$ cat src/rtl/mem_stage_if.sv
// Data-memory bus between mem_stage and the data memory.
// Request side is held stable until the one-cycle ack strobe.
interface mem_stage_if;
    logic        mem_req;
    logic        mem_we;
    logic [31:0] mem_addr;
    logic [31:0] mem_wdata;
    logic [31:0] mem_rdata;
    logic        mem_ack;

    modport master (
        output mem_req,
        output mem_we,
        output mem_addr,
        output mem_wdata,
        input  mem_rdata,
        input  mem_ack
    );

    modport slave (
        input  mem_req,
        input  mem_we,
        input  mem_addr,
        input  mem_wdata,
        output mem_rdata,
        output mem_ack
    );
endinterface

$ cat src/rtl/mem_stage.sv
// Memory pipeline stage: word loads/stores with stall until mem_ack.
// Optional access timeout and sticky fault enabled by MEM_TIMEOUT_EN.
module mem_stage #(
    parameter int TIMEOUT_CYCLES = 16
) (
    input  logic        clock,
    input  logic        reset,
    input  logic        ex_mem_readmem,
    input  logic        ex_mem_writemem,
    input  logic [31:0] ex_mem_regb,
    input  logic        ex_mem_selwsource,
    input  logic [4:0]  ex_mem_regdest,
    input  logic        ex_mem_writereg,
    input  logic [31:0] ex_mem_wbvalue,
    output logic        mem_stall,
    mem_stage_if.master mem,
    output logic [4:0]  mem_wb_regdest,
    output logic        mem_wb_writereg,
    output logic [31:0] mem_wb_wbvalue,
    output logic        mem_fault
);

    if (TIMEOUT_CYCLES < 1 || TIMEOUT_CYCLES > 255) begin : g_chk
        $error("TIMEOUT_CYCLES out of range");
    end

    typedef enum logic {IDLE, WAIT} state_t;

    state_t      state, state_n;
    logic        req_q, req_n;
    logic        we_q, we_n;
    logic [31:0] addr_q, addr_n;
    logic [31:0] wdata_q, wdata_n;
    logic [4:0]  cap_rd_q, cap_rd_n;
    logic        cap_wr_q, cap_wr_n;
    logic        cap_sel_q, cap_sel_n;
    logic [31:0] cap_val_q, cap_val_n;
    logic [4:0]  wb_rd_q, wb_rd_n;
    logic        wb_wr_q, wb_wr_n;
    logic [31:0] wb_val_q, wb_val_n;
`ifdef MEM_TIMEOUT_EN
    localparam logic [7:0] CNT_LAST = 8'(TIMEOUT_CYCLES - 1);
    logic [7:0]  cnt_q, cnt_n;
    logic        fault_q, fault_n;
`endif

    always_ff @(posedge clock) begin
        if (reset) begin
            state     <= IDLE;
            req_q     <= 1'b0;
            we_q      <= 1'b0;
            addr_q    <= 32'h0;
            wdata_q   <= 32'h0;
            cap_rd_q  <= 5'h0;
            cap_wr_q  <= 1'b0;
            cap_sel_q <= 1'b0;
            cap_val_q <= 32'h0;
            wb_rd_q   <= 5'h0;
            wb_wr_q   <= 1'b0;
            wb_val_q  <= 32'h0;
`ifdef MEM_TIMEOUT_EN
            cnt_q     <= 8'h0;
            fault_q   <= 1'b0;
`endif
        end else begin
            state     <= state_n;
            req_q     <= req_n;
            we_q      <= we_n;
            addr_q    <= addr_n;
            wdata_q   <= wdata_n;
            cap_rd_q  <= cap_rd_n;
            cap_wr_q  <= cap_wr_n;
            cap_sel_q <= cap_sel_n;
            cap_val_q <= cap_val_n;
            wb_rd_q   <= wb_rd_n;
            wb_wr_q   <= wb_wr_n;
            wb_val_q  <= wb_val_n;
`ifdef MEM_TIMEOUT_EN
            cnt_q     <= cnt_n;
            fault_q   <= fault_n;
`endif
        end
    end

    always_comb begin
        state_n   = state;
        req_n     = req_q;
        we_n      = we_q;
        addr_n    = addr_q;
        wdata_n   = wdata_q;
        cap_rd_n  = cap_rd_q;
        cap_wr_n  = cap_wr_q;
        cap_sel_n = cap_sel_q;
        cap_val_n = cap_val_q;
        wb_rd_n   = wb_rd_q;
        wb_wr_n   = wb_wr_q;
        wb_val_n  = wb_val_q;
`ifdef MEM_TIMEOUT_EN
        cnt_n     = cnt_q;
        fault_n   = fault_q;
`endif
        unique case (state)
            IDLE: begin
                if (ex_mem_readmem || ex_mem_writemem) begin
                    state_n   = WAIT;
                    req_n     = 1'b1;
                    we_n      = ex_mem_writemem;
                    addr_n    = ex_mem_wbvalue;
                    wdata_n   = ex_mem_regb;
                    cap_rd_n  = ex_mem_regdest;
                    cap_wr_n  = ex_mem_writereg;
                    cap_sel_n = ex_mem_selwsource;
                    cap_val_n = ex_mem_wbvalue;
                    wb_wr_n   = 1'b0;
`ifdef MEM_TIMEOUT_EN
                    cnt_n     = 8'h0;
`endif
                end else begin
                    wb_rd_n  = ex_mem_regdest;
                    wb_wr_n  = ex_mem_writereg;
                    wb_val_n = ex_mem_wbvalue;
                end
            end
            WAIT: begin
                if (mem.mem_ack) begin
                    state_n  = IDLE;
                    req_n    = 1'b0;
                    wb_rd_n  = cap_rd_q;
                    wb_wr_n  = cap_wr_q;
                    wb_val_n = cap_sel_q ? mem.mem_rdata : cap_val_q;
                end else begin
                    wb_wr_n = 1'b0;
`ifdef MEM_TIMEOUT_EN
                    // Last permitted WAIT cycle without ack: abandon access.
                    if (cnt_q == CNT_LAST) begin
                        state_n = IDLE;
                        req_n   = 1'b0;
                        fault_n = 1'b1;
                    end else begin
                        cnt_n = cnt_q + 8'h1;
                    end
`endif
                end
            end
        endcase
    end

    assign mem_stall       = (state == WAIT);
    assign mem.mem_req     = req_q;
    assign mem.mem_we      = we_q;
    assign mem.mem_addr    = addr_q;
    assign mem.mem_wdata   = wdata_q;
    assign mem_wb_regdest  = wb_rd_q;
    assign mem_wb_writereg = wb_wr_q;
    assign mem_wb_wbvalue  = wb_val_q;
`ifdef MEM_TIMEOUT_EN
    assign mem_fault = fault_q;
`else
    assign mem_fault = 1'b0;
`endif

endmodule

$ cat src/flat_wrapper.sv
// flat-port wrapper written by rule: the top's interface ports become plain ports
module mem_stage_flat 
#(
    parameter int TIMEOUT_CYCLES = 16
)
  (clock, reset, ex_mem_readmem, ex_mem_writemem, ex_mem_regb, ex_mem_selwsource, ex_mem_regdest, ex_mem_writereg, ex_mem_wbvalue, mem_stall, mem_wb_regdest, mem_wb_writereg, mem_wb_wbvalue, mem_fault, mem_mem_req, mem_mem_we, mem_mem_addr, mem_mem_wdata, mem_mem_rdata, mem_mem_ack);
  mem_stage_if mem_i ();
  input  logic clock;
  input  logic reset;
  input  logic ex_mem_readmem;
  input  logic ex_mem_writemem;
  input  logic [31:0] ex_mem_regb;
  input  logic ex_mem_selwsource;
  input  logic [4:0] ex_mem_regdest;
  input  logic ex_mem_writereg;
  input  logic [31:0] ex_mem_wbvalue;
  output logic mem_stall;
  output logic [4:0] mem_wb_regdest;
  output logic mem_wb_writereg;
  output logic [31:0] mem_wb_wbvalue;
  output logic mem_fault;
  output wire logic [$bits(mem_i.mem_req)-1:0] mem_mem_req;
  output wire logic [$bits(mem_i.mem_we)-1:0] mem_mem_we;
  output wire logic [$bits(mem_i.mem_addr)-1:0] mem_mem_addr;
  output wire logic [$bits(mem_i.mem_wdata)-1:0] mem_mem_wdata;
  input wire logic [$bits(mem_i.mem_rdata)-1:0] mem_mem_rdata;
  input wire logic [$bits(mem_i.mem_ack)-1:0] mem_mem_ack;
  assign mem_mem_req = mem_i.mem_req;
  assign mem_mem_we = mem_i.mem_we;
  assign mem_mem_addr = mem_i.mem_addr;
  assign mem_mem_wdata = mem_i.mem_wdata;
  assign mem_i.mem_rdata = mem_mem_rdata;
  assign mem_i.mem_ack = mem_mem_ack;
  mem_stage #(.TIMEOUT_CYCLES(TIMEOUT_CYCLES)) u_core (.clock(clock), .reset(reset), .ex_mem_readmem(ex_mem_readmem), .ex_mem_writemem(ex_mem_writemem), .ex_mem_regb(ex_mem_regb), .ex_mem_selwsource(ex_mem_selwsource), .ex_mem_regdest(ex_mem_regdest), .ex_mem_writereg(ex_mem_writereg), .ex_mem_wbvalue(ex_mem_wbvalue), .mem_stall(mem_stall), .mem(mem_i), .mem_wb_regdest(mem_wb_regdest), .mem_wb_writereg(mem_wb_writereg), .mem_wb_wbvalue(mem_wb_wbvalue), .mem_fault(mem_fault));
endmodule
$ cat config.mk
export PLATFORM = sky130hd
export DESIGN_NAME = mem_stage_flat
export DESIGN_NICKNAME = d
export VERILOG_FILES = /design/src/rtl/mem_stage_if.sv /design/src/rtl/mem_stage.sv /design/src/flat_wrapper.sv
export SDC_FILE = /design/constraint.sdc
export NUM_CORES = 1
export LEC_CHECK = 0
export ABC_CLOCK_PERIOD_IN_PS = 1900
export CAP_MARGIN = 10
export CORE_AREA = 5 5 111 113
export DETAILED_ROUTE_END_ITERATION = 6
export DIE_AREA = 0 0 116 118
export PLACE_DENSITY = 0.9
export SLEW_MARGIN = 20
export SYNTH_ARGS = -nofsm -noshare
export SYNTH_HDL_FRONTEND = slang
export SYNTH_SLANG_ARGS = --single-unit
$ cat constraint.sdc
create_clock -name clock -period 1.9 [get_ports clock]
set_clock_uncertainty 0.15 [all_clocks]
set_input_delay 0.19 -clock clock [delete_from_list [all_inputs] [get_ports clock]]
set_output_delay 0.19 -clock clock [all_outputs]
set_load 0.05 [all_outputs]
Word level (Yosys, flattened, before mapping)
Cells that the tools add are included.
W data, S select, Z words.
{"block": "op_classes", "shift": 0, "n_lt_le_gt_ge": 0, "reduce_logical": 4, "multipliers": 0, "n_div": 0, "bitwise_logic": 1, "n_mux": 16, "add_sub_neg": 0, "eq_ne": 3}
{"operator": "$mux W32", "count": 3}
{"operator": "$pmux W32 S2", "count": 1}
{"operator": "$mux W5", "count": 2}
{"operator": "$pmux W5 S2", "count": 1}
{"operator": "$mux W1", "count": 6}
{"operator": "$pmux W1 S2", "count": 3}
{"operator": "$reduce_and A2 Y1", "count": 3}
{"operator": "$ne A2 B2 Y1 const B", "count": 2}
{"operator": "$ne A2 B1 Y1 const B", "count": 1}
{"operator": "$logic_or A1 B1 Y1", "count": 1}
{"operator": "$not A1 Y1", "count": 1}
{"block": "totals", "memories": 0, "mem_bits_rw": 0, "reg_bits": 112, "out_inout_bits": 106, "rom_bits": 0, "latchBits": 0}

Depth between registers and ports, before layout
Gate-level depths: netlist (run 1).
{"block": "depth", "depth_word": 3, "ltp_mapped": 6}

Worst setup path before layout (run 1)
OpenSTA, ideal clock, no wires.
{"block": "synth_path", "kind": "reg2reg", "startpoint": "register u_core.state (netlist: u_core.mem_stall)", "endpoint": "register u_core.cap_val_q[0]", "path_slack_ns": 0.134, "t_required_ns": 1.680, "path_stages_with_launch": 7, "synth_period_minus_slack_ns": 1.766, "path_buffers": 3, "setup_time_ns": 0.070, "arrival_ns": 1.546, "path_cell_list": "dfxtp_1 -> buf_6 -> o21bai_2 -> buf_6 -> buf_6 -> nand2_1 -> a21oi_1"}
{"block": "synth_via", "elab_chain_cells": 2}
{"item": "start: declaration", "line_no": "mem_stage.sv:29", "text": "state_t state, state_n;"}
{"item": "start signal: assignment", "line_no": "mem_stage.sv:66", "text": "state <= state_n;"}
{"item": "$not A1 Y1"}
{"item": "$reduce_and A2 Y1 (no source line)"}
{"item": "end signal: assignment", "line_no": "mem_stage.sv:74", "text": "cap_val_q <= cap_val_n;"}
{"item": "end: declaration", "line_no": "mem_stage.sv:37", "text": "logic [31:0] cap_val_q, cap_val_n;"}
Every way passes these cells.
A chain may end at the register's enable or synchronous reset.

Worst setup path after layout (run 1)
{"block": "layout_path", "startpoint": "register u_core.wb_val_q[28] (netlist: u_core.mem_wb_wbvalue[28])", "endpoint": "output port mem_wb_wbvalue[28]"}
{"item": "start: declaration", "line_no": "mem_stage.sv:40", "text": "logic [31:0] wb_val_q, wb_val_n;"}
{"item": "start signal: assignment", "line_no": "mem_stage.sv:77", "text": "wb_val_q <= wb_val_n;"}
{"item": "end: declaration", "line_no": "flat_wrapper.sv:20", "text": "output logic [31:0] mem_wb_wbvalue;"}
No word-level cell between the ends.

==> results.json, run 1 <==
{
  "status": "complete, no violations",
  "grt_pass1_wl_um": 22100,
  "io_buffers": 212,
  "cpMaxStageDelayCell": "clkdlybuf4s50_1",
  "cts_setup_buffers": 0,
  "slowest_delay_ns": 0.82,
  "vias": 4314,
  "post_drt_wl_per_cell_um": 16.85,
  "cp_top_family": "buffers and inverters",
  "reg2reg_to": "u_core.mem_wb_wbvalue[6]",
  "antenna_found_initial": 0,
  "netlist_area_um2": 4378,
  "worstSetupEndpointType": "primary output",
  "drive_gt1_share_pct": 6.792,
  "max_freq_mhz": 536.6,
  "ant_nets": 0,
  "drt-initial-drc-count": 312,
  "ys_ff_latch": 112,
  "cap_violations": 0,
  "reg2reg_from": "u_core.mem_stall",
  "num_rows": 39,
  "syn_nets": 595,
  "hold_viol": 0,
  "die_area_um2": 13690,
  "fin_setup_tns_ns": 0,
  "track_usage_pct": 19.73,
  "yosysUniqueCellTypes": 21,
  "min_path_type": "primary input to flop",
  "worst_pin_slew_ns": 0.5450,
  "dp_hpwl_um": 10550,
  "yosysSeqAreaShare_pct": 51.21,
  "rsz0062_at_grt": "false",
  "drc": 0,
  "h-tree-depth": 3,
  "start_util_pct": 39.01,
  "synthToLayoutAreaGrowth_pct": 58.67,
  "hold_end": "u_core.mem_stall",
  "hold_depth": 3,
  "worstPathArrival_ns": 1.52,
  "postCtsHoldBufs": 0,
  "path_buf_inv": 1,
  "fp.dieW_um": 116,
  "power_density_nw_per_um2": 875.6,
  "power_mw": 6.082,
  "finalWirelength_um": 14070,
  "clk_path_buf_depth": 2,
  "fin_crit_sh_pct": 98.07,
  "clock_sinks": 112,
  "boundaryPins": 214,
  "slew_headroom_pct": 63.61,
  "start_kind": "flop",
  "finalSetupViolations": 0,
  "utilization_pct": 61.90,
  "placed_area_um2": 6633,
  "syn_area_per_cell_um2": 8.990,
  "grt_max_degree": 41,
  "cts-buffers-inserted": 9,
  "num_antenna_cells": 0,
  "clk_latency_ns": 0.33,
  "root_buffer": "clkbuf_16",
  "cts_tree": "built",
  "final_cell_area_um2": 6947,
  "ff2ff_path_depth": 4,
  "path_clk_slew_ns": 0.07,
  "synthCells": 487,
  "yosysWarnings": 0,
  "r2r_setup_slack_ns": 0.34,
  "die_height_um": 118,
  "hold_start": "reset",
  "pre_cts_slack_ns": 0.06329,
  "fillers": 920,
  "p_leak_nw": 2.774,
  "firstDrtPassIters": 4,
  "crit_fanout": 2,
  "report.final.slew_viol_count": 0,
  "grt_overflow": 0,
  "vias_per_cell": 5.166,
  "max-vdd-ir-drop_uv": 458.8,
  "nets": 796,
  "gp_congestion": 0.8338,
  "crit_type": "flop to primary output",
  "cp_cell_sequence": "clkdlybuf4s50_1",
  "fp.coreArea_um2": 11220,
  "grt_pass1_vias": 4367,
  "min_period_ns": 1.863,
  "final.setup.worst_slack_ns": 0.03658,
  "required_ns": 1.56
}
-- power breakdown --
group          total [mW]  internal [mW]  switching, mW
Clock                1.84           1.05          0.791
Combinational        1.63          0.657          0.973
Sequential           2.62           2.51          0.104
Total                6.08           4.21           1.87
-- cell usage in the layout (no fill, tap or decap), drive strengths merged --
| master | instances |
|---|---|
| a31oi | 1 |
| dlymetal6s2s | 11 |
| a221o | 32 |
| nand3b | 1 |
| mux2i | 38 |
| o2bb2ai | 5 |
| clkbuf | 11 |
| o21ba | 1 |
| a211oi | 1 |
| nor2 | 35 |
| nor2b | 1 |
| clkinv | 3 |
| nor3 | 1 |
| conb | 1 |
| dlygate4sd2 | 1 |
| clkdlybuf4s50 | 190 |
| nand2 | 143 |
| dfxtp | 112 |
| o21bai | 1 |
| nor4b | 1 |
| a21oi | 72 |
| nor4 | 1 |
| bufinv | 1 |
| buf | 28 |
-- logic make-up (layout without fill, tap and decap cells) --
logic type | after synthesis | count (layout) | share of synthesized area (%)
other | 1 | 1 | 0.08566
AND/OR/NAND/NOR | 183 | 183 | 16.38
buffers and inverters | 40 | 245 | 6.173
multiplexers | 38 | 38 | 8.688
AO/OA/AOI/OAI | 113 | 113 | 17.46
flip-flops | 112 | 112 | 51.21
-- metal layers --
metal	vias to the layer above	wire [µm]	global-route usage, %
li1	2067	-	-
met1	2033	5314	22.68
met2	190	7091	35.04
met3	24	1388	5.398
met4	0	273	6.019
met5	-	0	0
-- how the worst max path moves through the flow --
stage | slack (ns) | cells after the start | end | startpoint
global placement | 0.07 | 5 | u_core.mem_wb_wbvalue[22] | ex_mem_writemem
global route | 0.00008 | 1 | mem_mem_addr[29] | u_core.cap_val_q[29]
floorplan | 0.13 | 6 | u_core.cap_val_q[0] | u_core.mem_stall
CTS | 0.005 | 1 | mem_mem_addr[7] | u_core.cap_val_q[7]
finish | 0.04 | 1 | mem_wb_wbvalue[28] | u_core.mem_wb_wbvalue[28]
detailed placement | 0.06 | 5 | u_core.mem_wb_wbvalue[6] | ex_mem_writemem
-- flip-flops by register name, indices dropped and copies added (netlist names) --
signal,flops
u_core.cap_rd_q,5
u_core.cap_sel_q,1
u_core.cap_val_q,32
u_core.cap_wr_q,1
u_core.mem.mem_req,1
u_core.mem.mem_wdata,32
u_core.mem.mem_we,1
u_core.mem_stall,1
u_core.mem_wb_regdest,5
u_core.mem_wb_wbvalue,32
u_core.mem_wb_writereg,1
-- cells in the mapped netlist --
master | count | area (µm²)
nor3_1 | 1 | 5.000
a211oi_2 | 1 | 12.51
a31oi_1 | 1 | 6.260
a21oi_1 | 72 | 360.4
buf_2 | 18 | 90.09
nor2b_1 | 1 | 6.260
buf_4 | 2 | 15.01
o2bb2ai_1 | 5 | 43.79
mux2i_1 | 38 | 380.4
nand2_1 | 143 | 536.8
nor4_4 | 1 | 21.27
o21bai_2 | 1 | 11.26
conb_1 | 1 | 3.750
clkbuf_1 | 8 | 30.03
buf_6 | 12 | 135.1
nand3b_1 | 1 | 7.510
o21ba_2 | 1 | 10.01
a221o_1 | 32 | 320.3
nor4b_1 | 1 | 8.760
nor2_1 | 35 | 131.4
dfxtp_1 | 112 | 2242
-- through the flow --
stage          hold slack [ns]  cells
6_report                0.1620    835
3_5_place_dp            0.2996    820
3_3_place_gp            0.2910    820
4_1_cts                 0.1549    835
2_1_floorplan           0.1760    487
5_1_grt                 0.1572    835
-- cell type report --
type                    count  area, µm²  area share, %
clock inverters             4      45.04         0.6484
multi-input cells         335       1881          27.07
flip-flops and latches    112       2243          32.29
well taps                 143      178.9          2.576
clock buffers              11      242.7          3.494
repair buffers            230       2356          33.92
-- timing repair --
item                                    4_1_cts  5_1_grt
pin swaps                                     0        0
endpoints found under the setup margin        1       11
gates resized for setup                       1       11
(Power assumes the default switching activity.)
==> inputs of run 2 (changes only) <==
PLACE_DENSITY = 0.81   (was 0.9)
==> results.json, run 2 (synthesis results as in run 1) <==
{
  "status": "complete, no violations",
  "p_leak_nw": 2.942,
  "ff2ff_path_depth": 5,
  "hold_viol": 0,
  "rsz0062_at_grt": "false",
  "r2r_setup_slack_ns": 0.26,
  "grt_pass1_vias": 4407,
  "worstSetupEndpointType": "primary output",
  "fp.coreArea_um2": 11220,
  "h-tree-depth": 3,
  "gp_congestion": 0.8136,
  "clk_latency_ns": 0.34,
  "cp_cell_sequence": "clkdlybuf4s50_1",
  "max_freq_mhz": 535.4,
  "placed_area_um2": 6600,
  "num_rows": 39,
  "clkPwrFrac_pct": 30.9,
  "grt_pass1_wl_um": 22630,
  "fin_hold_ws_ns": 0.2430,
  "max-vdd-ir-drop_uv": 448.7,
  "cts-buffers-inserted": 9,
  "p_seq_share_pct": 42.8,
  "fin_setup_tns_ns": 0,
  "fillers": 948,
  "required_ns": 1.56,
  "synthToLayoutAreaGrowth_pct": 59.22,
  "min_path_type": "primary input to flop",
  "final_cells": 833,
  "slowest_delay_ns": 0.84,
  "track_usage_pct": 20.24,
  "cap_violations": 0,
  "utilization_pct": 62.11,
  "finalSetupViolations": 0,
  "antenna_found_initial": 0,
  "vias_per_cell": 5.110,
  "cts_tree": "built",
  "dp_hpwl_um": 10460,
  "hold_end": "u_core.mem.mem_wdata[26]",
  "cts_setup_buffers": 0,
  "worstPathArrival_ns": 1.53,
  "start_kind": "flop",
  "path_buf_inv": 1,
  "switching_share_pct": 32.93,
  "final_cell_area_um2": 6970,
  "die_height_um": 118,
  "firstDrtPassIters": 4,
  "ant_nets": 0,
  "finalWirelength_um": 14150,
  "boundaryPins": 214,
  "final_common_cell": "clkdlybuf4s50_1",
  "drive_gt1_share_pct": 6.667,
  "dp.cells": 816,
  "grt_overflow": 0,
  "clk_path_buf_depth": 2,
  "drt-initial-drc-count": 264,
  "min_period_ns": 1.868,
  "cpMaxStageDelayCell": "clkdlybuf4s50_1",
  "slew_headroom_pct": 47.68,
  "report.final.slew_viol_count": 0,
  "start_util_pct": 39.01,
  "hold_start": "ex_mem_regb[26]",
  "drc": 0,
  "fp.dieW_um": 116,
  "cp_top_family": "buffers and inverters",
  "fin_crit_sh_pct": 98.30,
  "crit_type": "flop to primary output",
  "reg2reg_from": "u_core.mem_stall",
  "nets": 793,
  "power.net_switching_mw": 2.015,
  "grt_max_degree": 72,
  "p_comb_share_pct": 26.4,
  "num_antenna_cells": 0,
  "root_buffer": "clkbuf_16",
  "path_clk_slew_ns": 0.09,
  "final_cell_mix": "clkdlybuf4s50_1 (178), nand2_1 (143), dfxtp_1 (111)",
  "io_buffers": 212,
  "crit_fanout": 3,
  "power_density_nw_per_um2": 878.1,
  "post_drt_wl_per_cell_um": 16.98,
  "internal_power_mw": 4.105,
  "vias": 4257,
  "worst_pin_slew_ns": 0.7848,
  "die_area_um2": 13690,
  "hold_depth": 3,
  "clock_sinks": 112,
  "reg2reg_to": "u_core.mem_wb_regdest[4]"
}
==> run 2: cell types whose count changed in the layout (fill, tap and decap cells not counted), sizes merged <==
cell	delta
clkdlybuf4s50	-12
dlymetal6s2s	+11
buf	-3
bufinv	-1
dlygate4sd3	+1
inv	+4
clkbuf	-2
==> run 2: cell type report <==
| class | count | area (µm²) | share of cell area (%) |
|---|---|---|---|
| Sequential cell | 112 | 2243 | 32.18 |
| Clock buffer | 9 | 225.2 | 3.231 |
| Clock inverter | 7 | 81.33 | 1.167 |
| Multi-Input combinational cell | 335 | 1881 | 26.98 |
| Tap cell | 143 | 178.9 | 2.567 |
| Timing Repair Buffer | 227 | 2361 | 33.87 |
==> run 2: what timing repair did <==
item                                   CTS  global route
resized for setup                        1            22
hold buffers                             0             1
pin swaps                                0             0
setup endpoints to repair                1            22
endpoints found under the hold margin    0             1
==> run 2: through the flow <==
| stage | power, mW | setup WS [ns] |
|---|---|---|
| global placement | 4.259 | 0.06962 |
| detailed placement | 4.296 | 0.02469 |
| CTS | 6.201 | 0.003357 |
| finish | 6.121 | 0.03221 |
| global route | 6.385 | 0.0004207 |
| floorplan | 3.625 | 0.1340 |
==> run 2: metal layers <==
metal / GRT usage (%) / wire length [µm]
met1: 23.54 / 5476
met2: 36.65 / 7310
met3: 4.627 / 1122
met4: 5.366 / 235
met5: 0 / 0
==> run 2: worst max path at each step <==
stage / start / end / slack, ns / depth (start not counted)
final: u_core.cap_val_q[2] / mem_mem_addr[2] / 0.03 / 1
after global routing: u_core.cap_val_q[4] / mem_mem_addr[4] / 0.0004 / 1
after CTS: u_core.cap_val_q[29] / mem_mem_addr[29] / 0.003 / 1
after detailed placement: ex_mem_writemem / u_core.mem_wb_regdest[2] / 0.02 / 6
after global placement: ex_mem_writemem / u_core.mem_wb_wbvalue[13] / 0.07 / 5
after floorplan: u_core.mem_stall / u_core.cap_val_q[0] / 0.13 / 6
==> run 2: power groups by stage <==
stage | Sequential, mW | Combinational, mW | Clock, mW
floorplan | 3.18 | 0.444 | 0
global placement | 2.67 | 1.59 | 0
detailed placement | 2.67 | 1.62 | 0
CTS | 2.62 | 1.63 | 1.95
global route | 2.64 | 1.70 | 2.04
finish | 2.62 | 1.61 | 1.89
==> run 2: worst reg2reg max path, cell delays in order (launching register included) <==
cell,delay [ns]
dfxtp_1,0.44
buf_4,0.27
nor4_4,0.08
buf_12,0.17
nor2b_1,0.30
o2bb2ai_1,0.12
==> inputs of run 3 (changes only) <==
SLEW_MARGIN = default   (was 20)
==> results of run 3 <==
The final DEF is identical to that of run 2; final timing and power are the same.
